**config.mk**
```make
export PLATFORM = sky130hd
export DESIGN_NAME = priority_grant_arbiter
export DESIGN_NICKNAME = d
export VERILOG_FILES = /design/src/rtl/arb_pkg.sv /design/src/rtl/rr_priority_pick.sv /design/src/rtl/priority_grant_arbiter.sv
export SDC_FILE = /design/constraint.sdc
export NUM_CORES = 1
export LEC_CHECK = 0
export CAP_MARGIN = 20
export CORE_UTILIZATION = 56
export CTS_BUF_LIST = sky130_fd_sc_hd__clkbuf_8 sky130_fd_sc_hd__clkbuf_16
export CTS_CLUSTER_DIAMETER = 30
export DETAILED_ROUTE_END_ITERATION = 12
export GPL_ROUTABILITY_DRIVEN = 0
export PLACE_DENSITY = 0.82
export SYNTH_ARGS = -nofsm -noshare
export SYNTH_HDL_FRONTEND = slang
export SYNTH_HIERARCHICAL = 1
export SYNTH_SLANG_ARGS = --single-unit
```
**constraint.sdc**
```tcl
create_clock -name clk -period 5 [get_ports clk]
set_clock_uncertainty 0.15 [all_clocks]
set_input_delay 0.75 -clock clk [delete_from_list [all_inputs] [get_ports clk]]
set_output_delay 0.75 -clock clk [all_outputs]
set_load 0.005 [all_outputs]
```
**src/rtl/arb_pkg.sv**
```systemverilog
// Shared definitions for the four-requester grant arbiter: requester count,
// index width, FSM state encoding and a small index-to-one-hot helper.
package arb_pkg;

  localparam int NUM_REQ = 4;
  localparam int ID_W    = 2;

  // Two-state FSM encoding, held in a plain one-bit state register.
  typedef logic arb_state_t;
  localparam arb_state_t ST_IDLE = 1'b0;
  localparam arb_state_t ST_BUSY = 1'b1;

  // Converts a binary requester index into the matching one-hot grant vector.
  function automatic logic [NUM_REQ-1:0] id_to_onehot(input logic [ID_W-1:0] id);
    logic [NUM_REQ-1:0] vec;
    vec     = '0;
    vec[id] = 1'b1;
    return vec;
  endfunction

endpackage

```
**src/rtl/rr_priority_pick.sv**
```systemverilog
// Combinational winner selection. The request vector is rotated left by the
// priority pointer so the current highest-priority requester lands in bit 3,
// a fixed 3>2>1>0 encode picks a winner, and the pointer is subtracted back
// out to recover the real requester index. Pointer 0 is plain fixed priority.
module rr_priority_pick
  import arb_pkg::*;
(
  input  logic [NUM_REQ-1:0] req,
  input  logic [ID_W-1:0]    ptr,
  output logic [ID_W-1:0]    win,
  output logic               any_req
);

  logic [2*NUM_REQ-1:0] dbl;
  logic [NUM_REQ-1:0]   rot;
  logic [ID_W-1:0]      rot_win;

  // Rotate, priority-encode from bit 3 downward, then undo the rotation.
  always_comb begin
    // NOTE: every output of this block gets a default first so no path leaves
    // a value unassigned, which would otherwise infer a latch.
    dbl     = '0;
    rot     = '0;
    rot_win = '0;
    dbl     = {req, req} << ptr;
    rot     = dbl[2*NUM_REQ-1:NUM_REQ];
    casez (rot)
      4'b1???: rot_win = 2'd3;
      4'b01??: rot_win = 2'd2;
      4'b001?: rot_win = 2'd1;
      default: rot_win = 2'd0;
    endcase
  end

  assign win     = rot_win - ptr;
  assign any_req = |req;

endmodule

```
**src/rtl/priority_grant_arbiter.sv**
```systemverilog
// Four-requester arbiter in front of a shared resource mux. A winner is chosen
// from idle, the grant is registered and held while the winner keeps
// requesting, and it is force-released after MAX_HOLD cycles with a one-cycle
// timeout pulse. Each grant is followed by one all-zero turnaround cycle.
// In round-robin mode the just-granted requester drops to lowest priority.
module priority_grant_arbiter
  import arb_pkg::*;
#(
  parameter bit RR_EN    = 1'b1,
  parameter int MAX_HOLD = 8,
  parameter int CNT_W    = 8
) (
  input  logic               clk,
  input  logic               rst,
  input  logic [NUM_REQ-1:0] req,
  output logic [NUM_REQ-1:0] grant,
  output logic [ID_W-1:0]    grant_id,
  output logic               grant_valid,
  output logic               timeout
);

  arb_state_t       state;
  logic [CNT_W-1:0] hold_cnt;
  logic [ID_W-1:0]  ptr;
  logic [ID_W-1:0]  pick_ptr;
  logic [ID_W-1:0]  win;
  logic             any_req;

  // Fixed mode always searches from requester 3 down.
  assign pick_ptr = RR_EN ? ptr : '0;

  rr_priority_pick u_pick (
    .req     (req),
    .ptr     (pick_ptr),
    .win     (win),
    .any_req (any_req)
  );

  // Grant FSM with registered outputs; requests from other requesters are
  // ignored while busy and only looked at again from idle.
  always_ff @(posedge clk) begin
    // NOTE: state registers use non-blocking assignments so every update here
    // sees the values from before this edge, independent of statement order.
    if (rst) begin
      state       <= ST_IDLE;
      hold_cnt    <= '0;
      ptr         <= '0;
      grant       <= '0;
      grant_id    <= '0;
      grant_valid <= 1'b0;
      timeout     <= 1'b0;
    end else begin
      timeout <= 1'b0;
      if (state == ST_IDLE) begin
        if (any_req) begin
          state       <= ST_BUSY;
          hold_cnt    <= CNT_W'(1);
          grant       <= id_to_onehot(win);
          grant_id    <= win;
          grant_valid <= 1'b1;
          // Winner becomes lowest priority: highest is then (win - 1) mod 4.
          if (RR_EN) begin
            ptr <= -win;
          end
        end
      end else begin
        if (req[grant_id] && (hold_cnt < CNT_W'(MAX_HOLD))) begin
          hold_cnt <= hold_cnt + CNT_W'(1);
        end else begin
          // Release, either voluntary or forced at the hold limit.
          state       <= ST_IDLE;
          hold_cnt    <= '0;
          grant       <= '0;
          grant_id    <= '0;
          grant_valid <= 1'b0;
          timeout     <= req[grant_id];
        end
      end
    end
  end

endmodule

```
# Yosys cells after proc, flatten, opt, wreduce, memory -nomap -nowiden
# Cells that the tools add are included.
[word_totals]
ff_bits = 19
input_bits = 6
out_inout_bits = 8
wordCells = 46
[classes]
add_sub_neg = 3
n_lt_le_gt_ge = 4
eq_ne = 3
shifts = 1
n_mux = 20
bitwise = 1
n_reduce_logical = 7
[ops]
columns = ["op", "count"]
rows = [
  ["8-bit 2-to-1 mux", 3],
  ["4-bit 2-to-1 mux", 3],
  ["8-bit by 1-bit adder with 8-bit output (second input constant)", 1],
  ["8-bit by 4-bit < comparator with 1-bit output (second input constant)", 1],
  ["1-bit 2-to-1 mux", 8],
  ["8-bit by 2-bit << shifter with 8-bit output", 1],
  ["2-bit by 3-bit < comparator with 1-bit output (second input constant)", 2],
  ["2-bit 2-to-1 mux", 3],
  ["2-bit case mux with 3 select lines", 1],
  ["2-bit AND reduction", 2],
  ["4-bit OR reduction", 1],
  ["3-bit by 1-bit == test with 1-bit output (second input constant)", 1],
  ["3-bit OR reduction", 1],
  ["1-bit binary-select mux with 2-bit select", 1],
  ["1-bit demux with 2-bit select", 1],
  ["2-bit by 1-bit == test with 1-bit output (second input constant)", 1],
  ["2-bit by 1-bit >= comparator with 1-bit output (second input constant)", 1],
  ["1-bit logical AND", 2],
  ["2-bit inequality test (second input constant)", 1],
  ["2-bit negation", 1],
  ["2-bit nonzero test", 1],
  ["2-bit subtractor", 1],
  ["1-bit inverter", 1],
]

# Depth between registers and ports, before layout
[depth]
word_depth = 10
ltp_mapped = 10

# Cells and area by module
# The synthesis kept the hierarchy.
[modules_own_cells]
columns = ["module", "n_inst", "cells_each", "area_per_inst_um2", "seq_area_each_um2"]
rows = [
  ["priority_grant_arbiter", 1, 86, 899.6, 380.4],
  ["rr_priority_pick", 1, 18, 116.4, 0.0],
]

# Least setup slack after synthesis
# No wires, ideal clock.
[synth_timing]
kind = "input to register"
from = "input req[2]"
to = "register ptr[1], in the netlist pick_ptr[1]"
setup_ps = 134
t_arrival_ps = 2097
path_slack_ps = 2619
path_stages = 10
path_cell_list = "nand2b_1 > a21oi_1 > a311oi_1 > a21oi_1 > ha_1 > xor2_1 > inv_1 > ha_1 > mux2i_1 > nor2_1"
[synth_via]
elab_chain_len = 5
word_cells_on_any_way = 8
cone_classes = "add/sub: 2; eq/ne: 2; shift: 1; mux: 1; reduce/logical: 2"
[synth_lines]
columns = ["element", "line_no", "source"]
rows = [
  ["start: declaration", "priority_grant_arbiter.sv:15", "input logic [NUM_REQ-1:0] req,"],
  ["8-bit by 2-bit << shifter with 8-bit output (*)", "rr_priority_pick.sv:25", "dbl = {req, req} << ptr;"],
  ["3-bit by 1-bit == test with 1-bit output or 2-bit by 1-bit == test with 1-bit output (tied branches)", "rr_priority_pick.sv:27", "casez (rot)"],
  ["2-bit case mux with 3 select lines (*)", "rr_priority_pick.sv:27", ""],
  ["2-bit subtractor (*)", "rr_priority_pick.sv:35", "assign win = rot_win - ptr;"],
  ["named net win[1]", "priority_grant_arbiter.sv:26", "logic [ID_W-1:0] win;"],
  ["2-bit negation (*)", "priority_grant_arbiter.sv:63", "ptr <= -win;"],
  ["end signal: assignment", "priority_grant_arbiter.sv:63", ""],
  ["end: declaration", "priority_grant_arbiter.sv:24", "logic [ID_W-1:0] ptr;"],
]
# Mark *: on every way through the listed nets, which the timed path passes. The rest lies on a longest branch.
# A chain may end at the register's enable or synchronous reset.

# Worst setup path after layout
# Ends and elaborated chain as after synthesis.

==> results.md <==
- Combinational share of power: 40.6%
- Final Hold Fails: 0
- Crit-path cells: clkdlybuf4s50_1 -> nand2b_1 -> a21oi_1 -> a311oi_1 -> a21oi_1 -> ha_1 -> xor2_1 -> inv_1 -> ha_1 -> mux2i_1 -> nor2_1
- Outcome: complete, no violations
- Mapped Avg Cell Area: 9.769 um^2
- Tcrit/Tclk final: 57.29%
- Clock root cell: clkbuf_8
- Final min period: 2.864 ns
- Min-delay worst type: flop to flop
- Core Region: 1708 um^2
- Largest net degree at the start of global routing: 18
- Top FF cell, synth: dfxtp_1
- # fillers: 132
- First-pass GRT wire length: 3270 um
- Number of vias per cell: 5.708
- Vias in the first global route: 787
- Arr. time, crit path: 2.83 ns
- Clock buffer depth: 2
- WL final: 1935 um
- Buffers on Ports: 13
- Max VDD drop: 251.2 uV
- Final Max Tran Viols: 0
- Drt wl/cell: 13.44 um
- Starting Density: 59.49%
- Die area: 1989 um^2
- Post-Synthesis Cell Area: 1016 um^2
- Standard-cell rows: 15
- Sequential share of power: 38.5%
- Crit-path max cell delay: 0.49 ns
- H-tree level count: 1
- Antenna Nets Post-Route: 0
- Setup TNS: 0 ns
- CP Capture Type: flop
- RSZ-0062 raised after global routing: false
- Achievable frequency: 349.1 MHz
- Synth warn: 6
- Post-synth ARST share: 0%
- Top-area cell type share of the netlist area: 37.44%
- Vias: 822
- Finished Core Util: 71.14%
- Final setup fails: 0
- Die width: 44.60 um
- DRT Pass-1 Iters: 4
- Post-CTS setup repair buffer count: 0
- Antenna violations before repair: 0
- Sequential fraction of the synthesis area: 37.44%
- Leak: 0.4601 nW
- Maxcap violations: 0
- CP Max Fanout: 6
- Sw frac: 36.71%
- Slew margin rel.: 36.09%
- Multi-input gate area: 589.3 um^2
- CTS hold repair buffers: 0
- WS Path Type: input port to flop
- #FFs+latches synth: 19
- Clock transition at path regs: 0.07 ns
- Post-Syn Nets: 116
- Distinct cells, synth: 38
- Most frequent cell after synthesis: dfxtp_1
- Worst path slowest cell: clkdlybuf4s50_1
- Nature of the critical path startpoint: input port
- Initial DRC count: 23
- Worst-margin pin slew: 0.9567 ns
- DPL Wire Length: 1437 um
- Setup ws final: 2.136 ns
- Chip Height: 44.60 um
- GRT Total Usage: 22.32%
- Net Switching: 0.1852 mW
- CTS sink count: 19
- Dpl ws: 1.883 ns
- Cts bufs inserted: 3
- Total gr overflow: 0
- Seq. cell area: 380.4 um^2
- Syn-to-layout area delta: 19.58%
- Req. time, crit path: 4.97 ns
- Hold WS: 0.3281 ns
- Ant. Diodes: 0
- I/O Pins: 14
- PwrDens: 415.3 nW/um^2
- EDFF count, synth: 0
- Worst-Skew Late Latency: 0.25 ns
- Layout net count: 132
- Layout cell share with drive strength beyond 1: 15.13%
- Area contributors post-synth: dfxtp_1 (37%), ha_1 (7.4%), a21oi_1 (6.4%), a211oi_2 (6.2%), inv_1 (3.7%)
- Syn Inst Count: 104
- Commonest cells post-synth: dfxtp_1 (19), a21oi_1 (13), inv_1 (10)
- Clock share of power: 20.9%
- Post-CTS sizing: 0
- Int Power: 0.3193 mW
- # DRC: 0
- Top cell type by total area after synthesis: dfxtp_1
- TritonCTS clock tree: yes
kinds of logic after synthesis:
kind of cell               count (synthesis)  synth area share, %
buffers and inverters                     12                4.556
DFF                                       19                37.44
muxes                                      4                5.295
AOI/OAI and AO/OA                         32                23.89
and+or+nand+nor                           30                20.57
xor gates and xnor gates                   1               0.8622
adders and majority gates                  6                7.389
power groups by stage:
| stage | Clock (mW) | Sequential [mW] | Combinational [mW] |
|---|---|---|---|
| 6_report | 0.106 | 0.194 | 0.205 |
| 5_1_grt | 0.113 | 0.198 | 0.228 |
| 4_1_cts | 0.107 | 0.194 | 0.205 |
| 3_5_place_dp | 0 | 0.198 | 0.202 |
| 3_3_place_gp | 0 | 0.197 | 0.194 |
| 2_1_floorplan | 0 | 0.194 | 0.146 |
state kept, by name, summed over array words and instances, names as in the netlist:
signal       count
grant            4
grant_id         2
grant_valid      1
hold_cnt         8
pick_ptr         2
state            1
timeout          1
layer usage:
metal	vias up	global-route usage, %	wire length (um)
met5	-	0	0
li1	417	-	-
met4	0	9.091	10
met3	2	2.449	83
met2	26	41.18	993
met1	377	25.88	847
stage by stage:
step | power, mW | cell area (um^2) | cells
after floorplan | 0.3402 | 1016 | 104
after global placement | 0.3912 | 1169 | 140
after detailed placement | 0.3998 | 1169 | 140
after CTS | 0.5067 | 1215 | 144
after global routing | 0.5391 | 1215 | 144
final | 0.5045 | 1215 | 144
cell usage in the layout, fill, tap and decap left out, types with 3 or more instances in the layout:
| master | synthesis | final |
|---|---|---|
| nor3_1 | 4 | 4 |
| nand2_1 | 4 | 4 |
| inv_1 | 10 | 10 |
| dfxtp_1 | 19 | 19 |
| a211oi_2 | 5 | 5 |
| clkbuf_8 | 0 | 3 |
| clkdlybuf4s50_1 | 0 | 13 |
| ha_1 | 6 | 6 |
| a21oi_1 | 13 | 13 |
| o21ai_0 | 3 | 3 |
| nor2_1 | 4 | 4 |
area by class of cell:
class	instances	area share, %
inverter	10	3.090
timing repair buffer	13	10.71
clock buffer	3	3.399
clock inverter	1	0.4119
tap	25	2.575
sequential	19	31.31
multi-input combinational	73	48.51
critical path, delay by kind of cell:
kind                     cells  cell delay, ns
XOR/XNOR                     1            0.29
adder cells (fa/ha/maj)      2            0.48
multiplexers                 1            0.13
buffers and inverters        2            0.60
AO/OA/AOI/OAI                3            0.41
AND/OR/NAND/NOR              2            0.17
path summary, 6_finish.rpt:
check	start	endpoint	slack (ns)	cells past startpoint
setup / recovery	req[2]	pick_ptr[1]	2.14	11
hold / removal	hold_cnt[1]	hold_cnt[1]	0.33	2
setup reg to reg	pick_ptr[1]	pick_ptr[1]	2.65	10
hold reg to reg	hold_cnt[1]	hold_cnt[1]	0.33	2
(Power assumes the default switching activity.)
